**config.mk**
```make
export PLATFORM = sky130hd
export DESIGN_NAME = rot_addr_sequencer
export DESIGN_NICKNAME = d
export VERILOG_FILES = /design/src/rtl/rot_addr_sequencer.sv
export SDC_FILE = /design/constraint.sdc
export NUM_CORES = 2
export LEC_CHECK = 0
export ABC_AREA = 1
export CORE_AREA = 4 4 290 206
export DETAILED_ROUTE_END_ITERATION = 10
export DIE_AREA = 0 0 294 210
export PLACE_DENSITY = 0.84
export REMOVE_ABC_BUFFERS = 1
export SLEW_MARGIN = 20
export SYNTH_ARGS = -nofsm -noshare
export SYNTH_HDL_FRONTEND = slang
export SYNTH_SLANG_ARGS = --single-unit
```
**constraint.sdc**
```tcl
create_clock -name I_HCLK -period 14.5 [get_ports I_HCLK]
set_input_delay 1.45 -clock I_HCLK [delete_from_list [all_inputs] [get_ports I_HCLK]]
set_output_delay 1.45 -clock I_HCLK [all_outputs]
set_load 0.01 [all_outputs]
```
**src/rtl/rot_addr_sequencer.sv**
```systemverilog
// rot_addr_sequencer
//   Address/sequencing controller for the rotation engine DMA path (I_HCLK domain).
//   After I_START it walks the H x W source image in raster order. For every pixel
//   it issues one source read request, then one destination write request whose
//   address already has the rotation remap applied.
//
//   State | meaning
//   IDLE  | waiting for I_START; config is latched on the start cycle
//   SETUP | derive quarter turns k, rotated dims, first addresses and steps
//   RD    | O_RD_VALID held with a stable O_RD_ADDR until I_RD_READY
//   WR    | O_WR_VALID held with a stable O_WR_ADDR until I_WR_READY
//   DONE  | one-cycle O_DONE pulse, then back to IDLE
//
// Ports
//   I_HCLK, I_HRESET (sync, active high), I_START, I_ABORT
//   I_SRC_BASE, I_DST_BASE, I_HEIGHT, I_WIDTH, I_MODE, I_DIRECTION : frame config
//   O_RD_VALID/O_RD_ADDR/I_RD_READY : source read request channel
//   O_WR_VALID/O_WR_ADDR/I_WR_READY : destination write request channel
//   O_BUSY, O_DONE, O_NEW_HEIGHT, O_NEW_WIDTH : status
//   O_STALL_CNT : only when ROT_STALL_CNT_EN is defined; cycles spent in RD/WR
//                 with ready low (clears on start, saturates, holds after done)
module rot_addr_sequencer #(
  parameter int ADDR_W = 32,
  parameter int DIM_W  = 16,
  parameter int BPP    = 4
) (
  input  logic              I_HCLK,
  input  logic              I_HRESET,
  input  logic              I_START,
  input  logic              I_ABORT,
  input  logic [ADDR_W-1:0] I_SRC_BASE,
  input  logic [ADDR_W-1:0] I_DST_BASE,
  input  logic [DIM_W-1:0]  I_HEIGHT,
  input  logic [DIM_W-1:0]  I_WIDTH,
  input  logic [1:0]        I_MODE,
  input  logic              I_DIRECTION,
  output logic              O_RD_VALID,
  output logic [ADDR_W-1:0] O_RD_ADDR,
  input  logic              I_RD_READY,
  output logic              O_WR_VALID,
  output logic [ADDR_W-1:0] O_WR_ADDR,
  input  logic              I_WR_READY,
  output logic              O_BUSY,
  output logic              O_DONE,
  output logic [DIM_W-1:0]  O_NEW_HEIGHT,
  output logic [DIM_W-1:0]  O_NEW_WIDTH
`ifdef ROT_STALL_CNT_EN
  ,
  output logic [31:0]       O_STALL_CNT
`endif
);

  localparam logic [ADDR_W-1:0] BPP_A = ADDR_W'(BPP);
  localparam logic [ADDR_W-1:0] ONE_A = ADDR_W'(1);
  localparam logic [DIM_W-1:0]  ONE_D = DIM_W'(1);

  typedef enum logic [2:0] {S_IDLE, S_SETUP, S_RD, S_WR, S_DONE} state_t;

  state_t            state_q;
  logic [ADDR_W-1:0] src_q, dst_q;
  logic [DIM_W-1:0]  h_q, w_q, row_q, col_q;
  logic [1:0]        mode_q;
  logic              dir_q;
  logic [ADDR_W-1:0] rd_addr_q, wr_addr_q, col_step_q, row_step_q;
  logic              rd_valid_q, wr_valid_q, busy_q, done_q;
  logic [DIM_W-1:0]  new_h_q, new_w_q;

  logic [1:0]        k_d;
  logic [ADDR_W-1:0] h_ext, w_ext, wm1h_d, wr_off_d, col_step_d, row_step_d;
  logic [DIM_W-1:0]  new_h_d, new_w_d;
  logic              last_col, last_row;

  // The destination offset is walked incrementally: a fixed step while moving
  // along a source row, and a different fixed step when the row wraps.
  always_comb begin
    k_d     = dir_q ? mode_q : (2'd0 - mode_q);
    h_ext   = ADDR_W'(h_q);
    w_ext   = ADDR_W'(w_q);
    wm1h_d  = (w_ext - ONE_A) * h_ext;
    new_h_d = k_d[0] ? w_q : h_q;
    new_w_d = k_d[0] ? h_q : w_q;
    case (k_d)
      2'd0: begin
        wr_off_d   = '0;
        col_step_d = BPP_A;
        row_step_d = BPP_A;
      end
      2'd1: begin
        wr_off_d   = (h_ext - ONE_A) * BPP_A;
        col_step_d = h_ext * BPP_A;
        row_step_d = -((wm1h_d + ONE_A) * BPP_A);
      end
      2'd2: begin
        wr_off_d   = (h_ext * w_ext - ONE_A) * BPP_A;
        col_step_d = -BPP_A;
        row_step_d = -BPP_A;
      end
      default: begin
        wr_off_d   = wm1h_d * BPP_A;
        col_step_d = -(h_ext * BPP_A);
        row_step_d = (wm1h_d + ONE_A) * BPP_A;
      end
    endcase
    last_col = (col_q == w_q - ONE_D);
    last_row = (row_q == h_q - ONE_D);
  end

  always_ff @(posedge I_HCLK) begin
    if (I_HRESET) begin
      state_q    <= S_IDLE;
      src_q      <= '0;
      dst_q      <= '0;
      h_q        <= '0;
      w_q        <= '0;
      mode_q     <= '0;
      dir_q      <= 1'b0;
      row_q      <= '0;
      col_q      <= '0;
      rd_addr_q  <= '0;
      wr_addr_q  <= '0;
      col_step_q <= '0;
      row_step_q <= '0;
      rd_valid_q <= 1'b0;
      wr_valid_q <= 1'b0;
      busy_q     <= 1'b0;
      done_q     <= 1'b0;
      new_h_q    <= '0;
      new_w_q    <= '0;
    end else if (state_q == S_IDLE) begin
      // Abort is meaningless here, so a coincident start wins.
      done_q <= 1'b0;
      if (I_START) begin
        src_q   <= I_SRC_BASE;
        dst_q   <= I_DST_BASE;
        h_q     <= I_HEIGHT;
        w_q     <= I_WIDTH;
        mode_q  <= I_MODE;
        dir_q   <= I_DIRECTION;
        row_q   <= '0;
        col_q   <= '0;
        busy_q  <= 1'b1;
        state_q <= S_SETUP;
      end
    end else if (I_ABORT && state_q != S_DONE) begin
      rd_valid_q <= 1'b0;
      wr_valid_q <= 1'b0;
      busy_q     <= 1'b0;
      done_q     <= 1'b1;
      state_q    <= S_DONE;
    end else begin
      case (state_q)
        S_SETUP: begin
          new_h_q    <= new_h_d;
          new_w_q    <= new_w_d;
          rd_addr_q  <= src_q;
          wr_addr_q  <= dst_q + wr_off_d;
          col_step_q <= col_step_d;
          row_step_q <= row_step_d;
          if (h_q == '0 || w_q == '0) begin
            busy_q  <= 1'b0;
            done_q  <= 1'b1;
            state_q <= S_DONE;
          end else begin
            rd_valid_q <= 1'b1;
            state_q    <= S_RD;
          end
        end
        S_RD: begin
          if (I_RD_READY) begin
            rd_valid_q <= 1'b0;
            wr_valid_q <= 1'b1;
            state_q    <= S_WR;
          end
        end
        S_WR: begin
          if (I_WR_READY) begin
            wr_valid_q <= 1'b0;
            if (last_col && last_row) begin
              busy_q  <= 1'b0;
              done_q  <= 1'b1;
              state_q <= S_DONE;
            end else begin
              if (last_col) begin
                col_q     <= '0;
                row_q     <= row_q + ONE_D;
                wr_addr_q <= wr_addr_q + row_step_q;
              end else begin
                col_q     <= col_q + ONE_D;
                wr_addr_q <= wr_addr_q + col_step_q;
              end
              rd_addr_q  <= rd_addr_q + BPP_A;
              rd_valid_q <= 1'b1;
              state_q    <= S_RD;
            end
          end
        end
        S_DONE: begin
          done_q  <= 1'b0;
          state_q <= S_IDLE;
        end
        default: state_q <= S_IDLE;
      endcase
    end
  end

  assign O_RD_VALID   = rd_valid_q;
  assign O_RD_ADDR    = rd_addr_q;
  assign O_WR_VALID   = wr_valid_q;
  assign O_WR_ADDR    = wr_addr_q;
  assign O_BUSY       = busy_q;
  assign O_DONE       = done_q;
  assign O_NEW_HEIGHT = new_h_q;
  assign O_NEW_WIDTH  = new_w_q;

`ifdef ROT_STALL_CNT_EN
  logic [31:0] stall_cnt_q;

  always_ff @(posedge I_HCLK) begin
    if (I_HRESET) begin
      stall_cnt_q <= '0;
    end else if (state_q == S_IDLE && I_START) begin
      stall_cnt_q <= '0;
    end else if (((state_q == S_RD && !I_RD_READY) || (state_q == S_WR && !I_WR_READY))
                 && stall_cnt_q != 32'hFFFF_FFFF) begin
      stall_cnt_q <= stall_cnt_q + 32'd1;
    end
  end

  assign O_STALL_CNT = stall_cnt_q;
`endif

endmodule

```
Word level (Yosys, flattened, before mapping)
Index checks and enable logic that the tools add are counted.
{"block": "op_classes", "add_sub_neg": 15, "mul": 2, "n_div": 0, "order_cmp": 0, "eq_ne": 24, "n_shift": 0, "muxes": 56, "bitwise_logic": 2, "reduce_logical": 26}
{"op": "$pmux W32 S3", "count": 3}
{"op": "$mux W16", "count": 15}
{"op": "$mux W32", "count": 5}
{"op": "$pmux W32 S2", "count": 2}
{"op": "$add A32 B32 Y32", "count": 3}
{"op": "$sub A16 B1 Y17 const B", "count": 2}
{"op": "$add A16 B1 Y16 const B", "count": 2}
{"op": "$add A32 B3 Y32 const B", "count": 1}
{"op": "$eq A16 B16 Y1", "count": 2}
{"op": "$logic_not A16 Y1", "count": 2}
{"op": "$neg A18 Y32", "count": 1}
{"op": "$neg A32 Y32", "count": 1}
{"op": "$sub A16 B1 Y16 const B", "count": 2}
{"op": "$add A30 B1 Y30 const B", "count": 1}
{"op": "$mul A16 B16 Y30", "count": 1}
{"op": "$mul A17 B17 Y30", "count": 1}
{"op": "$sub A30 B1 Y30 const B", "count": 1}
{"op": "$mux W3", "count": 7}
{"op": "$ne A3 B3 Y1 const B", "count": 7}
{"op": "$mux W1", "count": 18}
{"op": "$ne A4 B4 Y1 const B", "count": 4}
{"op": "$reduce_and A5 Y1", "count": 3}
{"op": "$reduce_and A6 Y1", "count": 2}
{"op": "$reduce_bool A4 Y1", "count": 3}
{"op": "22 further kinds", "count": 36}
{"block": "totals", "register_bits": 298, "latchBits": 0, "ram_bits": 0, "mem_bits_ro": 0, "in_bits": 105, "out_inout_bits": 100, "wordCells": 144, "memories": 0}

Logic depth before layout (Yosys ltp)
{"block": "logic_depth", "depth_word": 8, "depth_mapped": 48, "depth_no_buf": 47}

Worst setup path before layout
OpenSTA, ideal clock, no wires.
{"block": "synth_timing", "path_kind": "register -> register", "startpoint": "reg h_q[5]", "endpoint": "reg wr_addr_q[31], in the netlist O_WR_ADDR[31]", "setup_time_ps": 122, "t_arrival_ps": 7496, "required_time_ps": 14378, "slack_ps": 6882, "stages_incl_launch_ff": 38, "n_path_buf": 2, "period_less_slack_ps": 7618, "cell_sequence": "dfxtp_1 > clkbuf_1 > clkbuf_1 > nand2_1 > fa_1 > inv_1 > fa_1 > fa_1 > fa_1 > inv_1 > fa_1 > inv_1 > fa_1 > ha_1 > a21oi_1 > o21a_1 > o21ai_0 > a21boi_0 > [2 not listed] > nand2_1 > or2_2 > nand3_1 > a22oi_1 > ha_1 > nand2_1 > nor3_1 > nand3_1 > nand3_1 > nand2_1 > o211ai_1 > nand4_1 > nand2_1 > nand2_1 > nand2_1 > nand2_1 > nand3_1 > a31oi_1"}
{"block": "synth_via", "elab_chain_len": 5, "word_cells_on_any_way": 12, "cone_classes": "4 x add/sub; 2 x mul; 2 x eq/ne; 2 x mux; 2 x reduce/logical"}
{"element": "from (decl)", "line_no": "61", "rtl": "logic [DIM_W-1:0] h_q, w_q, row_q, col_q;"}
{"element": "from (signal assigned)", "line_no": "113", "rtl": "h_q <= '0;"}
{"element": "from (signal assigned)", "line_no": "135", "rtl": "h_q <= I_HEIGHT;"}
{"element": "$mul A16 B16 Y30 / $sub A16 B1 Y16 (equally long branches)", "line_no": "94, 105"}
{"element": "$sub A30 B1 Y30 / $eq A16 B16 Y1 (equally long branches)", "line_no": "94, 105"}
{"element": "$pmux W32 S3 / $logic_and A1 B1 Y1 (equally long branches)", "line_no": "82, 178"}
{"element": "$add A32 B32 Y32 / $ne A2 B2 Y1 (equally long branches)"}
{"element": "$pmux W32 S2 / $reduce_and A5 Y1 (equally long branches)"}
{"element": "to (signal assigned)", "line_no": "156", "rtl": "wr_addr_q <= dst_q + wr_off_d;"}
{"element": "to (signal assigned)", "line_no": "186", "rtl": "wr_addr_q <= wr_addr_q + row_step_q;"}
{"element": "to (signal assigned)", "line_no": "189", "rtl": "wr_addr_q <= wr_addr_q + col_step_q;"}
{"element": "to (decl)", "line_no": "64", "rtl": "logic [ADDR_W-1:0] rd_addr_q, wr_addr_q, col_step_q, row_step_q;"}
Several ways; a longest one is shown, not always the timed one.
A chain may end at the register's enable or synchronous reset.

Final worst setup path
{"block": "layout_timing", "startpoint": "reg w_q[1]", "endpoint": "reg wr_addr_q[30], in the netlist O_WR_ADDR[30]"}
{"block": "layout_via", "elab_chain_len": 6, "word_cells_on_any_way": 15, "cone_classes": "4 x add/sub; 2 x mul; 2 x eq/ne; 5 x mux; 2 x reduce/logical"}
{"element": "from (decl)", "line_no": "61"}
{"element": "from (signal assigned)", "line_no": "114", "rtl": "w_q <= '0;"}
{"element": "from (signal assigned)", "line_no": "136", "rtl": "w_q <= I_WIDTH;"}
{"element": "parallel branches: the longest is 6 deep, another holds $add A32 B32 Y32"}
Several ways; the timed one is not identified. The select of a mux whose other input is x is not followed.

==> results.cfg <==
[setup_path]
cp.arrival_ps = 10280
r2r_slack_ps = 4640
critPathMaxFanout = 20
cp_slowest_stage_delay_ps = 910
timing.rr.end = O_WR_ADDR[30]
critPathKind = reg2reg
slowest_stage = dfxtp_1
cp-start-kind = register
crit_top_cell = nand2_1
reg2reg_depth = 38
worst_ep_required_time_ps = 14920
worstSetupEndpointType = register
r2r_start = w_q[1]

[yosys]
synth_top_area_share_pct = 23.9
yosysSeqAreaShare_pct = 15.3
ys.flop_type = dfxtp_1
ys_seq_elements = 293
yosysTopAreaCell = fa_1
synth_most_common_cell = nand2_1
synth_common_cells = nand2_1 (1310), inv_1 (1024), fa_1 (459)
ys_top_cells_by_area = fa_1 (24%), dfxtp_1 (15%), nand2_1 (13%)
syn_area_per_cell_um2 = 6.97
netlist_area_mm2 = 0.0384
synth_edf_count = 0
syn_inst = 5516
ys_types = 62
synthArstFlopShare_pct = 0
yosys_warnings = 0

[floorplanning]
initial_utilization_pct = 67.7
die_height_um = 210
core-area_mm2 = 0.0567
die-width_um = 294
die_area_mm2 = 0.0617
core.rowCount = 73
ioPinCount = 205

[route]
vias = 38200
avgRoutedWirePerCell_um = 20.4
wl_um = 129000
drt.antenna.violating_nets = 0
dr.pass1.iters = 9
via_per_inst = 6.01
drt_iter0_markers = 5028
drc = 0

[final_layout]
multi_input_area_mm2 = 0.0277
fillers = 4445
drive_above_1_share_pct = 4.06
fin_nets = 6375
seqCellArea_mm2 = 0.00587
area_delta_synth_final_pct = 9.60
fin_area_mm2 = 0.0421
instances_no_fill = 6350

[run]
cap_violations = 0

[grt]
grt_pass1_vias = 36900
grt_max_degree = 97
grt_pass1_wl_um = 205000
overflow = 0
grt_util_all_layers_pct = 42.1
antenna_found_initial = 9

[placement]
post-place-cells = 6286
place_ws_ps = 4900
place.gp.congestion = 1.02
dp_hpwl_um = 101000
dpl_cell_area_mm2 = 0.0409
portBuffers = 204

[sta]
slew_headroom_pct = 17.0
worst_slew_pin_slew_ps = 1230
slew_viol_final = 0
period_needed_ps = 9860
setup_ws_ps = 4640
fmax_ghz = 0.101
clock_skew_ps = 30.8
hold_viol_final = 0
setup_viol = 0
rsz0062_at_grt = no
setup_tns_ps = 0
period_share_pct = 68.0

[cts]
numCtsBuffers = 34
post-cts-setup-buffers = 0
clkLatencyLatePin_ps = 580
clk_pin_slew_ps = 70
clock_sinks = 293
post_cts_resized = 0
htreeDepth = 2
root_buffer = clkbuf_16
cts_tree = yes
cts_buffer_depth = 3
cts_hold_buf = 0

[status]
outcome = finished clean

[min_path]
hold_path_depth = 2
min_to = src_q[19]
hold_start = src_q[19]
hold_class = reg2reg
-- routing by layer --
metal / track usage, % / part of all wire, % / vias to the layer above
li1: - / - / 17400
met1: 59.8 / 40 / 17900
met2: 59.7 / 40 / 2499
met3: 14.7 / 15 / 405
met4: 15.0 / 4.1 / 14
met5: 0.305 / 0.063 / -
-- logic make-up after synthesis --
family	count (synthesis)	synth area share (%)
and+or+nand+nor	2228	24.6
buffers and inverters	1287	12.8
AOI/OAI and AO/OA	871	12.3
adders and majority gates	698	31.7
DFF	293	15.3
xor gates and xnor gates	116	2.76
muxes	23	0.599
-- layout by cell type, fill, tap and decap left out, types with 8 or more instances in the layout --
cell	synthesis	routed
nand2_1	1310	1309
inv_1	1024	1023
fa_1	459	459
nor2_1	420	417
a21oi_1	362	362
o21ai_0	317	317
dfxtp_1	293	293
ha_1	239	239
nand3_1	235	235
clkdlybuf4s50_1	0	202
a31oi_1	99	99
xor2_1	85	85
nand4_1	83	83
buf_4	6	49
nor3_1	45	45
clkbuf_16	0	34
xnor2_1	28	28
mux2i_1	23	23
nand2_2	20	20
nor4_1	21	20
or2_2	20	20
nor2_2	18	18
nand3b_1	16	16
clkinv_1	14	14
inv_2	14	14
o211ai_1	11	11
a22oi_1	10	10
nor2_4	6	9
a21o_1	9	9
o21ai_1	9	9
nand2_4	7	8
-- critical path: cells and delay by family (launching register included) --
family	cells	cell delay, ps
and+or+nand+nor	19	2890
AOI/OAI and AO/OA	5	780
adders and majority gates	9	4540
buffers and inverters	5	590
DFF	1	910
-- worst max path at each step --
stage	depth (start not counted)	end	start
final	38	O_WR_ADDR[30]	w_q[1]
after global routing	38	O_WR_ADDR[30]	w_q[1]
after CTS	38	O_WR_ADDR[30]	w_q[1]
after detailed placement	38	O_WR_ADDR[30]	w_q[1]
after global placement	38	O_WR_ADDR[30]	w_q[1]
after floorplan	38	O_WR_ADDR[30]	w_q[0]
-- cell type report --
class,instances,area share [%]
tap,750,2.23
multi-input combinational,3936,65.8
antenna,3,0.0178
clock buffer,41,2.23
clock inverter,20,0.683
sequential,293,13.9
inverter,1055,9.43
timing repair buffer,252,5.69
-- sequential cells by signal, indices dropped and copies added, names as in the netlist, 2 cells and up --
signal / cells
O_RD_ADDR: 32
O_WR_ADDR: 32
dst_q: 32
src_q: 32
row_step_q: 30
col_step_q: 29
O_NEW_HEIGHT: 16
O_NEW_WIDTH: 16
col_q: 16
h_q: 16
row_q: 16
w_q: 16
state_q: 3
mode_q: 2
-- metrics by stage --
step,util (%),hold slack [ps]
6_report,74.2,454
4_1_cts,74.2,456
2_1_floorplan,-,427
5_1_grt,74.2,471
3_3_place_gp,72.0,442
3_5_place_dp,72.0,444
Power is left out: the tool's default activity adds up to more than one toggle a clock period on the data nets, which glitch-free logic cannot reach.
